$ cat src/rtl/audio_dma_reader.sv
// audio_dma_reader
//   Streams packed 4-bit PCM samples from memory. A start trigger latches the
//   start address, block count, rate select and ROM bank. Each byte is then
//   fetched and played as two samples (high nibble first), each held for one
//   rate period counted in CPU ticks. When the byte count runs out, the block
//   returns to idle and raises a sticky interrupt.
//
// Ports
//   clk, reset_n       clock, asynchronous active-low reset
//   tick               CPU-rate enable; every rate period counts these only
//   dma_addr           start byte address (sampled at start trigger only)
//   dma_length         block count, bytes = length*16, 0 means 4096
//   dma_ctrl           [1:0] rate select, [6:4] ROM bank
//   trigger_wr/_data   trigger register write; data[7]=1 start, 0 stop
//   mem_req/addr/bank  memory read request, byte address, bank for 8000-BFFF
//   mem_ack/data       read completion with same-cycle data
//   sample/_valid      current 4-bit sample, one-cycle pulse on every update
//   busy               transfer active
//   irq/irq_ack        sticky end-of-transfer interrupt and its clear pulse
//   state_dbg          current FSM state (IDLE=0, FETCH=1, HI=2, LO=3)
module audio_dma_reader (
  input  logic        clk,
  input  logic        reset_n,
  input  logic        tick,
  input  logic [15:0] dma_addr,
  input  logic [7:0]  dma_length,
  input  logic [7:0]  dma_ctrl,
  input  logic        trigger_wr,
  input  logic [7:0]  trigger_data,
  output logic        mem_req,
  output logic [15:0] mem_addr,
  output logic [2:0]  mem_bank,
  input  logic        mem_ack,
  input  logic [7:0]  mem_data,
  output logic [3:0]  sample,
  output logic        sample_valid,
  output logic        busy,
  output logic        irq,
  input  logic        irq_ack,
  output logic [1:0]  state_dbg
);

  typedef enum logic [1:0] {
    IDLE  = 2'd0,
    FETCH = 2'd1,
    HI    = 2'd2,
    LO    = 2'd3
  } state_e;

  state_e      state_q, state_d;
  logic [15:0] ptr_q, ptr_d;
  logic [12:0] cnt_q, cnt_d;
  logic [1:0]  rate_sel_q, rate_sel_d;
  logic [2:0]  bank_q, bank_d;
  logic [7:0]  data_q, data_d;
  logic [11:0] rate_cnt_q, rate_cnt_d;
  logic [3:0]  sample_q, sample_d;
  logic        sample_valid_q, sample_valid_d;
  logic        irq_q, irq_d;

  logic [11:0] period;
  logic        start, stop, expire, done;

  // Bits of the register inputs that carry no function here.
  logic unused_bits;
  assign unused_bits = ^{dma_ctrl[7], dma_ctrl[3:2], trigger_data[6:0]};

  always_comb begin
    case (rate_sel_q)
      2'd0:    period = 12'd256;
      2'd1:    period = 12'd512;
      2'd2:    period = 12'd1024;
      default: period = 12'd2048;
    endcase
  end

  assign start  = trigger_wr && trigger_data[7];
  assign stop   = trigger_wr && !trigger_data[7] && (state_q != IDLE);
  // The period ends on the tick that finds the counter at 1, so a load of N
  // gives exactly N ticks in the phase.
  assign expire = tick && (rate_cnt_q == 12'd1);

  always_comb begin
    state_d        = state_q;
    ptr_d          = ptr_q;
    cnt_d          = cnt_q;
    rate_sel_d     = rate_sel_q;
    bank_d         = bank_q;
    data_d         = data_q;
    rate_cnt_d     = rate_cnt_q;
    sample_d       = sample_q;
    sample_valid_d = 1'b0;
    irq_d          = irq_q;
    done           = 1'b0;

    case (state_q)
      FETCH: begin
        if (mem_ack) begin
          data_d         = mem_data;
          sample_d       = mem_data[7:4];
          sample_valid_d = 1'b1;
          rate_cnt_d     = period;
          state_d        = HI;
        end
      end
      HI: begin
        if (expire) begin
          sample_d       = data_q[3:0];
          sample_valid_d = 1'b1;
          rate_cnt_d     = period;
          state_d        = LO;
        end else if (tick) begin
          rate_cnt_d = rate_cnt_q - 12'd1;
        end
      end
      LO: begin
        if (expire) begin
          cnt_d = cnt_q - 13'd1;
          ptr_d = ptr_q + 16'd1;
          if (cnt_q == 13'd1) begin
            state_d = IDLE;
            done    = 1'b1;
          end else begin
            state_d = FETCH;
          end
        end else if (tick) begin
          rate_cnt_d = rate_cnt_q - 12'd1;
        end
      end
      default: ;
    endcase

    // A completion outranks a coincident acknowledge. A stop leaves the
    // interrupt untouched, so a completion in the same cycle is dropped.
    if (irq_ack) irq_d = 1'b0;
    if (done && !stop) irq_d = 1'b1;

    // A start reloads everything from the registers regardless of state and
    // discards whatever the current transfer was doing this cycle; the
    // completion interrupt computed above still stands.
    if (start) begin
      ptr_d          = dma_addr;
      cnt_d          = {(dma_length == 8'd0), dma_length, 4'b0000};
      rate_sel_d     = dma_ctrl[1:0];
      bank_d         = dma_ctrl[6:4];
      rate_cnt_d     = 12'd0;
      sample_d       = sample_q;
      sample_valid_d = 1'b0;
      state_d        = FETCH;
    end else if (stop) begin
      sample_d       = sample_q;
      sample_valid_d = 1'b0;
      state_d        = IDLE;
    end
  end

  always_ff @(posedge clk or negedge reset_n) begin
    if (!reset_n) begin
      state_q        <= IDLE;
      ptr_q          <= 16'd0;
      cnt_q          <= 13'd0;
      rate_sel_q     <= 2'd0;
      bank_q         <= 3'd0;
      data_q         <= 8'd0;
      rate_cnt_q     <= 12'd0;
      sample_q       <= 4'd0;
      sample_valid_q <= 1'b0;
      irq_q          <= 1'b0;
    end else begin
      state_q        <= state_d;
      ptr_q          <= ptr_d;
      cnt_q          <= cnt_d;
      rate_sel_q     <= rate_sel_d;
      bank_q         <= bank_d;
      data_q         <= data_d;
      rate_cnt_q     <= rate_cnt_d;
      sample_q       <= sample_d;
      sample_valid_q <= sample_valid_d;
      irq_q          <= irq_d;
    end
  end

  // Memory handshake: mem_req is the valid and mem_ack the ready. mem_req is
  // high in every FETCH cycle with mem_addr/mem_bank stable; the read
  // completes in the first cycle with both high, mem_data is taken in that
  // cycle, and mem_req is low from the next cycle. mem_ack alone is ignored.
  assign mem_req      = (state_q == FETCH);
  assign mem_addr     = ptr_q;
  assign mem_bank     = bank_q;
  assign sample       = sample_q;
  assign sample_valid = sample_valid_q;
  assign busy         = (state_q != IDLE);
  assign irq          = irq_q;
  assign state_dbg    = state_q;

endmodule

$ cat config.mk
export PLATFORM = sky130hd
export DESIGN_NAME = audio_dma_reader
export DESIGN_NICKNAME = d
export VERILOG_FILES = /design/src/rtl/audio_dma_reader.sv
export SDC_FILE = /design/constraint.sdc
export NUM_CORES = 1
export LEC_CHECK = 0
export ABC_AREA = 1
export CAP_MARGIN = 20
export CORE_MARGIN = 2
export CORE_UTILIZATION = 25
export CTS_CLUSTER_SIZE = 8
export DETAILED_ROUTE_END_ITERATION = 8
export RECOVER_POWER = 100
export SYNTH_ARGS = -nofsm -noshare
export SYNTH_HDL_FRONTEND = slang
export SYNTH_SLANG_ARGS = --single-unit
export TNS_END_PERCENT = 50
$ cat constraint.sdc
create_clock -name clk -period 1.65 [get_ports clk]
set_input_delay 0.2475 -clock clk [delete_from_list [all_inputs] [get_ports clk]]
set_output_delay 0.2475 -clock clk [all_outputs]
set_load 0.03 [all_outputs]
==> flow_metrics.env <==
export IMPL_syn_inst_count=511
export IMPL_place_area_sq_um=5090
export IMPL_synth_ff_latch_count=58
export IMPL_clk_root_buffer_cell="sky130_fd_sc_hd__clkbuf_16"
export IMPL_crit_path_max_fanout=2
export IMPL_tns_ns=0
export IMPL_p_leak_nw=2.70
export IMPL_grt_first_pass_wirelength_mm=17.6
export IMPL_clock_tree_from_tritoncts="built"
export IMPL_max_cap_viol_count=0
export IMPL_cpLargestDelayFamily="buffers and inverters"
export IMPL_route_detailed_wl_per_inst_um=12.6
export IMPL_min_delay_path_class="in2reg"
export IMPL_diodes=0
export IMPL_drc_marker_count_from_the_first_detailed_route_iteration=222
export IMPL_worstSetupPathDepth=1
export IMPL_design_die_area_sq_um=16000
export IMPL_cellPowerDensity_nw_per_um2=1490
export IMPL_numPlacedInstances=811
export IMPL_area_delta_synth_final_pct=50.5
export IMPL_synthesis_yosys_warnings=0
export IMPL_synth_edff_count=0
export IMPL_path_clk_slew_ns=0.06
export IMPL_worstSetupPathType="reg2out"
export IMPL_die_w_um=127
export IMPL_drtPass1Iterations=4
export IMPL_clkSinkCount=58
export IMPL_design_power_total_mw=8.40
export IMPL_vias=3695
export IMPL_asyncSetResetFlopFracSynth_pct=100
export IMPL_crit_chain="clkdlybuf4s50_1"
export IMPL_report_final_setup_viol=0
export IMPL_first_global_vias=3711
export IMPL_cts_inserted_buffers=9
export IMPL_synth_cell_area_sq_um=3750
export IMPL_relative_slew_margins_pct=46.1
export IMPL_synth_distinct_cells=38
export IMPL_fin_nets=713
export IMPL_max_vdd_ir_drop_mv=0.709
export IMPL_maximum_number_of_pins_on_one_net_before_global_route_repair=59
export IMPL_hpwlAfterDp_mm=7.66
export IMPL_portBuffers=72
export IMPL_final_weighted_congestion_of_routability_driven_global_placement=0.846
export IMPL_total_congestion_overflow_after_global_routing=0
export IMPL_synthesis_nets=574
export IMPL_initial_core_utilization_pct=25.7
export IMPL_ctsLongestPathBuffers=2
export IMPL_critPathBufInv=1
export IMPL_whs_path_depth=3
export IMPL_route_detailed_drc=0
export IMPL_die_h_um=127
export IMPL_timing_clock_skew_ns=0.00877
export IMPL_maximum_clock_rate_mhz=618
export IMPL_fp_row_count=44
export IMPL_ys_dominant_reg_cell="sky130_fd_sc_hd__dfrtp_1"
export IMPL_critical_path_arrival_ns=1.37
export IMPL_grt_antenna_before_repair=0
export IMPL_critical_path_required_ns=1.40
export IMPL_grt_setup_unrepaired="true"
export IMPL_finalNonFillerCells=837
export IMPL_holdWs_ns=0.434
export IMPL_floorplan_io_pins=83
export IMPL_critical_path_max_stage_delay_ns=0.69
export IMPL_worstRegToRegCells=8
export IMPL_critical_path_startpoint_type="flop"
export IMPL_postSynthAreaPerCell_sq_um=7.34
export IMPL_placeable_core_region_sq_um=14600
export IMPL_synth_yosys_seq_area_share_pct=38.7
export IMPL_global_router_s_overall_resource_usage_pct=13.6
export IMPL_final_hold_violation_count=0
export IMPL_run_status="finished, final reports clean"
export IMPL_worst_path_max_delay_cell="sky130_fd_sc_hd__clkdlybuf4s50_1"
export IMPL_final_area_sq_um=5650
export IMPL_insertion_delay_to_the_later_sink_of_the_worst_skew_pair_ns=0.34
export IMPL_worst_pin_slew_ns=0.808
export IMPL_drtAntennaViolNets=0
export IMPL_period_share_pct=98.1
export IMPL_wl_mm=10.6
export IMPL_min_period_ns=1.62
export IMPL_final_layout_size_suffix_gt1_share_pct=21.6
export IMPL_worstSetupEndpointType="output pin"
export IMPL_htreeDepth=3
export IMPL_report_final_slew_viol_count=0
export IMPL_post_drt_via_cell_ratio=4.41
## synth_stat cells, drive strengths merged (2+ instances only)
master | count | area [sq um]
a21oi | 6 | 30.0
buf | 6 | 60.1
clkbuf | 5 | 18.8
dfrtp | 58 | 1450
ha | 9 | 113
inv | 66 | 253
mux2 | 4 | 45.0
mux2i | 4 | 40.0
nand2 | 176 | 696
nand3 | 39 | 200
nand3b | 2 | 15.0
nand4 | 11 | 83.8
nor2 | 57 | 255
nor3 | 10 | 55.1
o211ai | 15 | 123
o21ai | 15 | 78.8
xnor2 | 5 | 43.8
xor2 | 17 | 149
## cell usage in the layout (no fill, tap or decap), drive strengths merged, types with 2 or more instances in the layout
cell type      count
ha                 9
nand3b             2
xnor2              5
nor2              57
mux2               4
nand2            176
xor2              17
inv               65
a21oi              6
buf               68
dlygate4sd3        2
o211ai            15
clkdlybuf4s50     48
nand4             11
mux2i              4
clkbuf            15
o21ai             15
dfrtp             58
nand3             39
nor3              10
bufinv             2
dlygate4sd2       17
## tightest hold or removal path, delay by kind of cell
kind / cells / cell delay [ns]
buffers and inverters: 1 / 0.39
AND/OR/NAND/NOR: 2 / 0.10
## sequential cells by signal, summed over array words and instances (netlist names)
signal	cells
rate_sel_q	2
cnt_q	13
mem_addr	16
data_q	4
rate_cnt_q	12
state_dbg	2
mem_bank	3
irq	1
sample	4
sample_valid	1
## stage by stage
| stage | utilization (%) | setup WS [ns] |
|---|---|---|
| 2_1_floorplan | - | -0.00192 |
| 3_3_place_gp | 34.9 | -0.191 |
| 3_5_place_dp | 34.9 | -0.202 |
| 4_1_cts | 37.3 | 0.00967 |
| 5_1_grt | 38.7 | -0.0667 |
| 6_report | 38.7 | 0.0321 |
## cell type report
type                       instances  area [sq um]
fill                            1494          8940
tap                              184           230
multi-input combinational        376          2130
sequential                        58          1450
clock inverter                     3          65.1
clock buffer                      11           243
inverter                          66           264
timing repair buffer             139          1260
## worst paths after layout
| kind | from | to | slack, ns |
|---|---|---|---|
| max in group asynchronous | reset_n | state_dbg[1] | 0.44 |
| min reg2reg | mem_bank[1] | mem_bank[1] | 0.48 |
| min in group asynchronous | reset_n | cnt_q[5] | 0.66 |
| max reg2reg | state_dbg[1] | rate_cnt_q[4] | 0.06 |
| min | dma_ctrl[4] | mem_bank[0] | 0.43 |
| max | sample[1] | sample[1] | 0.03 |
## timing repair
item | CTS | global route
hold endpoints to repair | 58 | 0
hold buffers | 1 | 0
resized for setup | 22 | 46
setup endpoints to repair | 38 | 45
pin swaps | 1 | 19
cloned | 0 | 1
setup buffers | 3 | 7
## power breakdown
group          total (mW)  internal [mW]  switching [mW]
logic                4.28           1.91            2.37
clock network        2.02           1.34           0.674
registers            2.10           1.78           0.318
## routing by layer
layer / part of all wire, % / up-vias / track usage (%) / routed length (um)
li1: - / 1896 / - / -
met1: 45 / 1689 / 17.6 / 4730
met2: 47 / 101 / 22.0 / 4990
met3: 7.0 / 9 / 4.30 / 737
met4: 1.2 / 0 / 3.88 / 125
met5: 0 / - / 0 / 0
## cells by family after synthesis
logic type / count (synthesis) / share of synthesized area, %
xor+xnor: 22 / 5.13
simple gates: 296 / 34.9
buf+inv: 77 / 8.84
fa+ha+maj: 9 / 3.00
flops: 58 / 38.7
mux: 8 / 2.27
compound gates: 41 / 7.14
(Power assumes the default switching activity.)
